==> src/rtl/vdma_rd_scheduler_pkg.sv <==
// Shared types and helpers for the VDMA read-side scheduler.
// Holds the FSM state enum, default widths and the burst-length clamp.
package vdma_rd_scheduler_pkg;

    localparam int DEF_LEN_W = 9;
    localparam int DEF_LVL_W = 12;

    typedef enum logic [1:0] {
        IDLE,
        WAIT_FRAME,
        ISSUE,
        DRAIN
    } state_t;

    function automatic logic [15:0] min_len(
        input logic [15:0] rem,
        input int unsigned cap
    );
        if (32'(rem) > cap) return 16'(cap);
        return rem;
    endfunction

endpackage

==> src/rtl/vdma_rd_addr_gen.sv <==
// Per-line burst address generator for the VDMA read scheduler.
// Ports: start/base latch a frame, load captures cmd_addr/cmd_len, adv steps on handshake.
module vdma_rd_addr_gen
    import vdma_rd_scheduler_pkg::*;
#(
    parameter int ADDR_W    = 32,
    parameter int LEN_W     = DEF_LEN_W,
    parameter int BURST_LEN = 256
) (
    input  logic              clock,
    input  logic              rst_n,
    input  logic              start,
    input  logic [ADDR_W-1:0] base,
    input  logic [ADDR_W-1:0] line_stride,
    input  logic [15:0]       hactive,
    input  logic              load,
    input  logic              adv,
    output logic [ADDR_W-1:0] cmd_addr,
    output logic [LEN_W-1:0]  cmd_len,
    output logic [LEN_W-1:0]  len,
    output logic [15:0]       line_cnt,
    output logic              line_done
);

    logic [ADDR_W-1:0] line_addr;
    logic [15:0]       beat_off;

    assign len = LEN_W'(min_len(hactive - beat_off, BURST_LEN));

    // The accepted burst (cmd_len) decides whether this handshake ends the line.
    assign line_done = (beat_off + 16'(cmd_len)) == hactive;

    always_ff @(posedge clock or negedge rst_n) begin
        if (!rst_n) begin
            line_addr <= '0;
            beat_off  <= '0;
            line_cnt  <= '0;
            cmd_addr  <= '0;
            cmd_len   <= '0;
        end else begin
            if (start) begin
                line_addr <= base;
                beat_off  <= '0;
                line_cnt  <= '0;
            end else if (adv) begin
                if (line_done) begin
                    beat_off  <= '0;
                    line_cnt  <= line_cnt + 16'd1;
                    line_addr <= line_addr + line_stride;
                end else begin
                    beat_off <= beat_off + 16'(cmd_len);
                end
            end
            if (load) begin
                cmd_addr <= line_addr + ADDR_W'(beat_off);
                cmd_len  <= len;
            end
        end
    end

endmodule

==> src/rtl/vdma_rd_scheduler.sv <==
// VDMA read scheduler: splits frames into line bursts, throttled by FIFO space and prefetch window.
// Ports: frame timing (falign/lalign), FIFO status, read command handshake, status outputs.
// Optional: define VDMA_RD_SCHEDULER_STAT_EN to enable the underrun_cnt statistic.
module vdma_rd_scheduler
    import vdma_rd_scheduler_pkg::*;
#(
    parameter int ADDR_W         = 32,
    parameter int LEN_W          = DEF_LEN_W,
    parameter int BURST_LEN      = 256,
    parameter int FIFO_DEPTH     = 2048,
    parameter int LVL_W          = DEF_LVL_W,
    parameter int PREFETCH_LINES = 2
) (
    input  logic              clock,
    input  logic              rst_n,
    input  logic              enable,
    input  logic [15:0]       vactive,
    input  logic [15:0]       hactive,
    input  logic [ADDR_W-1:0] frame_base,
    input  logic [ADDR_W-1:0] line_stride,
    input  logic              falign,
    input  logic              lalign,
    input  logic [LVL_W-1:0]  fifo_level,
    input  logic              rd_beat,
    output logic              cmd_valid,
    input  logic              cmd_ready,
    output logic [ADDR_W-1:0] cmd_addr,
    output logic [LEN_W-1:0]  cmd_len,
    output logic              fifo_flush,
    output logic              busy,
    output logic              late_frame,
    output logic [15:0]       underrun_cnt
);

    localparam int SW = LVL_W + 2;

    state_t            state, state_nx;
    logic [ADDR_W-1:0] pend_base, start_base;
    logic              abort;
    logic [15:0]       lines_req, lines_used, line_cnt;
    logic [LVL_W-1:0]  outstanding;
    logic [LEN_W-1:0]  len;
    logic [SW-1:0]     need;
    logic              hs, line_done, frame_end, dims_ok;
    logic              space_ok, win_ok, start, load, dec;

    assign hs        = cmd_valid & cmd_ready;
    assign dims_ok   = (vactive != 16'd0) && (hactive != 16'd0);
    assign frame_end = hs && line_done && ((line_cnt + 16'd1) == vactive);
    assign need      = SW'(fifo_level) + SW'(outstanding) + SW'(len);
    assign space_ok  = need <= SW'(FIFO_DEPTH);
    assign win_ok    = (lines_req - lines_used) < 16'(PREFETCH_LINES);
    assign busy      = (state == ISSUE) || (state == DRAIN);
    assign dec       = rd_beat && ((outstanding != '0) || hs);

    vdma_rd_addr_gen #(
        .ADDR_W    (ADDR_W),
        .LEN_W     (LEN_W),
        .BURST_LEN (BURST_LEN)
    ) u_addr (
        .clock       (clock),
        .rst_n       (rst_n),
        .start       (start),
        .base        (start_base),
        .line_stride (line_stride),
        .hactive     (hactive),
        .load        (load),
        .adv         (hs),
        .cmd_addr    (cmd_addr),
        .cmd_len     (cmd_len),
        .len         (len),
        .line_cnt    (line_cnt),
        .line_done   (line_done)
    );

    always_comb begin
        state_nx   = state;
        start      = 1'b0;
        start_base = frame_base;
        load       = 1'b0;
        unique case (state)
            IDLE: begin
                if (enable) state_nx = WAIT_FRAME;
            end
            WAIT_FRAME: begin
                if (!enable) begin
                    state_nx = DRAIN;
                end else if (falign && dims_ok) begin
                    start    = 1'b1;
                    state_nx = ISSUE;
                end
            end
            ISSUE: begin
                if (falign) begin
                    state_nx = DRAIN;
                end else if (frame_end) begin
                    state_nx = enable ? WAIT_FRAME : DRAIN;
                end else if (!enable) begin
                    if (!cmd_valid || hs) state_nx = DRAIN;
                end else if (!cmd_valid && space_ok && win_ok) begin
                    load = 1'b1;
                end
            end
            DRAIN: begin
                if (outstanding == '0) begin
                    if (abort && enable) begin
                        // Mid-frame restart reuses the frame-start latch path.
                        start_base = pend_base;
                        start      = dims_ok;
                        state_nx   = dims_ok ? ISSUE : WAIT_FRAME;
                    end else begin
                        state_nx = enable ? WAIT_FRAME : IDLE;
                    end
                end
            end
            default: state_nx = IDLE;
        endcase
    end

    always_ff @(posedge clock or negedge rst_n) begin
        if (!rst_n) begin
            state       <= IDLE;
            cmd_valid   <= 1'b0;
            fifo_flush  <= 1'b0;
            late_frame  <= 1'b0;
            abort       <= 1'b0;
            pend_base   <= '0;
            lines_req   <= '0;
            lines_used  <= '0;
            outstanding <= '0;
        end else begin
            state      <= state_nx;
            fifo_flush <= start;
            if (load) cmd_valid <= 1'b1;
            else if (hs || falign) cmd_valid <= 1'b0;
            if (state == ISSUE && falign) late_frame <= 1'b1;
            else if (state == WAIT_FRAME && start) late_frame <= 1'b0;
            if (start) begin
                abort <= 1'b0;
            end else if (falign && (state == ISSUE || state == DRAIN)) begin
                abort     <= 1'b1;
                pend_base <= frame_base;
            end else if (state_nx == IDLE) begin
                abort <= 1'b0;
            end
            if (start) begin
                lines_req  <= '0;
                lines_used <= '0;
            end else begin
                if (hs && line_done) lines_req <= lines_req + 16'd1;
                if (lalign && lines_used < lines_req) lines_used <= lines_used + 16'd1;
            end
            outstanding <= outstanding + (hs ? LVL_W'(cmd_len) : '0) - LVL_W'(dec);
        end
    end

`ifdef VDMA_RD_SCHEDULER_STAT_EN
    always_ff @(posedge clock or negedge rst_n) begin
        if (!rst_n) begin
            underrun_cnt <= '0;
        end else if (falign) begin
            underrun_cnt <= '0;
        end else if (state == ISSUE && fifo_level == '0 &&
                     lines_used < line_cnt && underrun_cnt != 16'hFFFF) begin
            underrun_cnt <= underrun_cnt + 16'd1;
        end
    end
`else
    assign underrun_cnt = '0;
`endif

endmodule

==> config.mk <==
export PLATFORM = sky130hd
export DESIGN_NAME = vdma_rd_scheduler
export DESIGN_NICKNAME = d
export VERILOG_FILES = /design/src/rtl/vdma_rd_scheduler_pkg.sv /design/src/rtl/vdma_rd_addr_gen.sv /design/src/rtl/vdma_rd_scheduler.sv
export SDC_FILE = /design/constraint.sdc
export NUM_CORES = 1
export LEC_CHECK = 0
export ABC_CLOCK_PERIOD_IN_PS = 16000
export CAP_MARGIN = 0
export CORE_MARGIN = 3
export CORE_UTILIZATION = 60
export CTS_CLUSTER_DIAMETER = 150
export DETAILED_ROUTE_END_ITERATION = 6
export PLACE_DENSITY = 0.85
export SLEW_MARGIN = 20
export SYNTH_ARGS = -nofsm -noshare
export SYNTH_HDL_FRONTEND = slang
export SYNTH_SLANG_ARGS = --single-unit
==> constraint.sdc <==
create_clock -name clock -period 16 [get_ports clock]
set_input_delay 2.4 -clock clock [delete_from_list [all_inputs] [get_ports clock]]
set_output_delay 2.4 -clock clock [all_outputs]
set_load 0.02 [all_outputs]
==> flow_summary.toml <==
[run_status]
status = "finished, final reports clean"

[sta]
finClkSkew_ns = 0.02212
layout_min_cycle_time_ns = 9.839
maxSlewViolCount = 0
finalHoldViolations = 0
rsz0062_at_grt = "false"
fmax_mhz = 101.6
tns_ns = 0
post-route-period-util = 0.6149
tightest_slew_ns = 1.055
hold-worst-slack_ns = 0.5095
maxSlewHeadroom = 0.2782
setup_viol = 0
setup_ws_ns = 6.161

[clock_network]
cts.sinks = 187
clk_pin_slew_ns = 0.07
root_buffer = "clkbuf_16"
hold_buffers = 0
cts_tree = "done"
clockBufferDepth = 2
post-cts-setup-buffers = 0
cts-htree-levels = 4
clk_latency_ns = 0.45
numCtsBuffers = 17
cts_resized = 0

[worst_hold_path]
hold_class = "reg -> reg"

[synth]
ys.flop_type = "dfrtp_1"
synth_compound_area_frac = 0.1752
synth.yosys.warnings = 0
yosys-mux-area-fraction = 0.06296
synth_cell_types = 87
ys_ff_latch = 187
synth_area_um2 = 15260
yosysSeqAreaShare = 0.3066
syn_inst = 1770
synth.most_common_cell = "nand2_1"
synth_edf_count = 0
synthArstFlopShare = 1.000
synth-xor-area-share = 0.08665
synthTopCellsByArea = "dfrtp_1 (31%), ha_1 (10%), xnor2_1 (5.6%), nand2_1 (4.9%), mux2_2 (4.7%)"
synth_common_cells = "nand2_1 (201), dfrtp_1 (187), nor2_1 (145)"
yosys.area_share.simple = 0.1899
post-synth-top-area-fraction = 0.3066
yosys.area.top_type = "dfrtp_1"
syn_avg_cell_area_um2 = 8.623
synthAdderAreaFrac = 0.1235
synth_top_family_by_area = "simple AND/OR/NAND/NOR gates"

[placed_design]
globalplace.congestion = 0.9803
numPortBuffers = 159
dpl_worst_slack_ns = 5.452
dp_hpwl_mm = 30.89

[finish]
drive_above_1_share = 0.07053
n_fill_cell = 1884
multi_input_area_um2 = 9816
seq_area_um2 = 4679
area_growth_pct = 15.54
nets = 2157

[pwr]
power.switching_uw = 891.5
p_int_uw = 1244
switching_share = 0.4174
seqPwrFrac = 0.301
cellPowerDensity_nw_per_um2 = 121.1
peakVddDrop_uv = 81.55
clkPwrFrac = 0.203
combPwrFrac = 0.495
leakagePower_uw = 0.008082
p_total_uw = 2136

[grt]
antenna_found_initial = 3
grt_use_met3 = 0.05089
grtUsageMet2 = 0.5116
grt_pass1_vias = 13640
grt_max_degree = 114
overflow = 0
use_met1 = 0.3960
grt_pass1_wl_mm = 66.41
track_usage = 0.3041
grt_busiest_layer = "met2"

[worst_setup_path]
cp-start-kind = "input pin"
arrival_ns = 10.15
rrSetupSlack_ns = 7.99
timing_worst_setup_path_type = "in -> reg"
crit_required_ns = 16.32
crit_fanout = 42
end_kind = "flip-flop"

[floorplanning]
io_pins = 176
die_h_um = 165.5
coreArea_um2 = 24680
die_width_um = 165.5
dieArea_um2 = 27390
start_util = 0.6185
rows = 57

[routing]
drt_iter0_markers = 1122
vias = 13930
dr.pass1.iters = 6
wirelength_mm = 41.82
drt_drc_violations_left = 0
avgViaCountPerCell = 6.217
wl_per_cell_um = 18.66
drtAntennaViolNets = 0

[job]
maxCapViolations = 0
## area by class of cell
class,count,area share
diodes,3,0.0004257
clock buffers,17,0.02412
clock inverters,15,0.009862
inverters,126,0.02682
multi-input cells,1402,0.5566
flip-flops and latches,187,0.2653
well taps,324,0.02299
repair buffers,167,0.09386
## layer usage
metal	up-vias	part of all wire
li1	6539	-
met1	6674	0.42
met2	609	0.48
met3	109	0.069
met4	2	0.033
met5	-	0.00022
## sequential cells by signal (all words and copies together) (netlist names)
signal	count
u_addr.line_addr	32
abort	1
u_addr.line_cnt	16
outstanding	12
state	2
lines_req	16
late_frame	1
u_addr.cmd_addr	32
lines_used	16
cmd_valid	1
u_addr.cmd_len	9
pend_base	32
u_addr.beat_off	16
fifo_flush	1
## layout by cell type, fill, tap and decap left out, types with 11 or more instances in the layout
| cell type | synthesis | final |
|---|---|---|
| a211oi_1 | 25 | 25 |
| nand2_1 | 201 | 201 |
| a21oi_1 | 115 | 115 |
| and3_1 | 34 | 34 |
| nand4_1 | 23 | 23 |
| xnor2_1 | 98 | 98 |
| o21bai_1 | 11 | 11 |
| clkbuf_16 | 0 | 17 |
| o21a_1 | 13 | 13 |
| fa_1 | 16 | 16 |
| a22o_1 | 12 | 12 |
| a31oi_1 | 36 | 36 |
| a21o_1 | 31 | 31 |
| dfrtp_1 | 187 | 187 |
| nor2_1 | 145 | 142 |
| ha_1 | 125 | 125 |
| mux2i_1 | 15 | 15 |
| conb_1 | 1 | 16 |
| o21ai_0 | 74 | 74 |
| inv_1 | 126 | 125 |
| nor3_1 | 35 | 34 |
| mux2_2 | 64 | 64 |
| nor2b_1 | 14 | 14 |
| or3_1 | 13 | 13 |
| clkdlybuf4s50_1 | 0 | 158 |
| xor2_1 | 53 | 53 |
| nand2b_1 | 18 | 18 |
| nand3_1 | 44 | 44 |
| nor4_1 | 20 | 20 |
## power groups by stage
stage | logic, µW | clock network [µW] | registers (µW)
finish | 1060 | 434 | 643
global route | 1180 | 453 | 652
CTS | 1040 | 435 | 640
detailed placement | 1020 | 0 | 649
global placement | 986 | 0 | 645
floorplan | 805 | 0 | 623
## worst max-delay path, stage by stage
cell and delay [ns]:
clkdlybuf4s50_1 0.59, ha_1 0.26, nor2b_1 0.12, o21ai_0 0.19, a21boi_0 0.16, o21ai_1 0.27
a21oi_1 0.15, or4_1 0.48, a2111oi_0 0.95, nand4_1 0.40, or2_1 0.35, fa_1 0.36
inv_1 0.06, ha_1 0.19, inv_1 0.07, fa_1 0.40, nor2b_1 0.16, o31a_1 0.17
a21oi_1 0.04, or4_1 0.53, a2111oi_0 0.38, a31oi_1 0.16, or4_4 0.85, mux2_1 0.43
## worst paths after layout
check,endpoint,cells past startpoint,from
hold / removal,pend_base[3]$_DFFE_PN0P_,1,pend_base[3]$_DFFE_PN0P_
max in group asynchronous,u_addr.line_cnt[15]$_DFFE_PN0P_,2,rst_n
hold reg to reg,pend_base[3]$_DFFE_PN0P_,1,pend_base[3]$_DFFE_PN0P_
setup / recovery,u_addr.cmd_addr[3]$_DFFE_PN0P_,24,hactive[1]
min in group asynchronous,u_addr.cmd_len[0]$_DFFE_PN0P_,1,rst_n
setup reg to reg,u_addr.cmd_addr[3]$_DFFE_PN0P_,24,u_addr.beat_off[1]$_DFFE_PN0P_
## through the flow
stage               instance area (µm²)  instances    util
floorplan                         15320       1785       -
global placement                  17020       2206  0.6897
detailed placement                17020       2206  0.6898
CTS                               17620       2238  0.7141
global route                      17630       2240  0.7146
finish                            17640       2241  0.7147
## logic make-up (layout without fill, tap and decap cells)
logic type,after synthesis,after routing
xor gates and xnor gates,151,151
adders and majority gates,141,141
buffers and inverters,196,325
other,1,19
muxes,87,87
AOI/OAI and AO/OA,407,407
DFF,187,187
and+or+nand+nor,600,600
No activity file was read; power rests on OpenSTA's default activity.
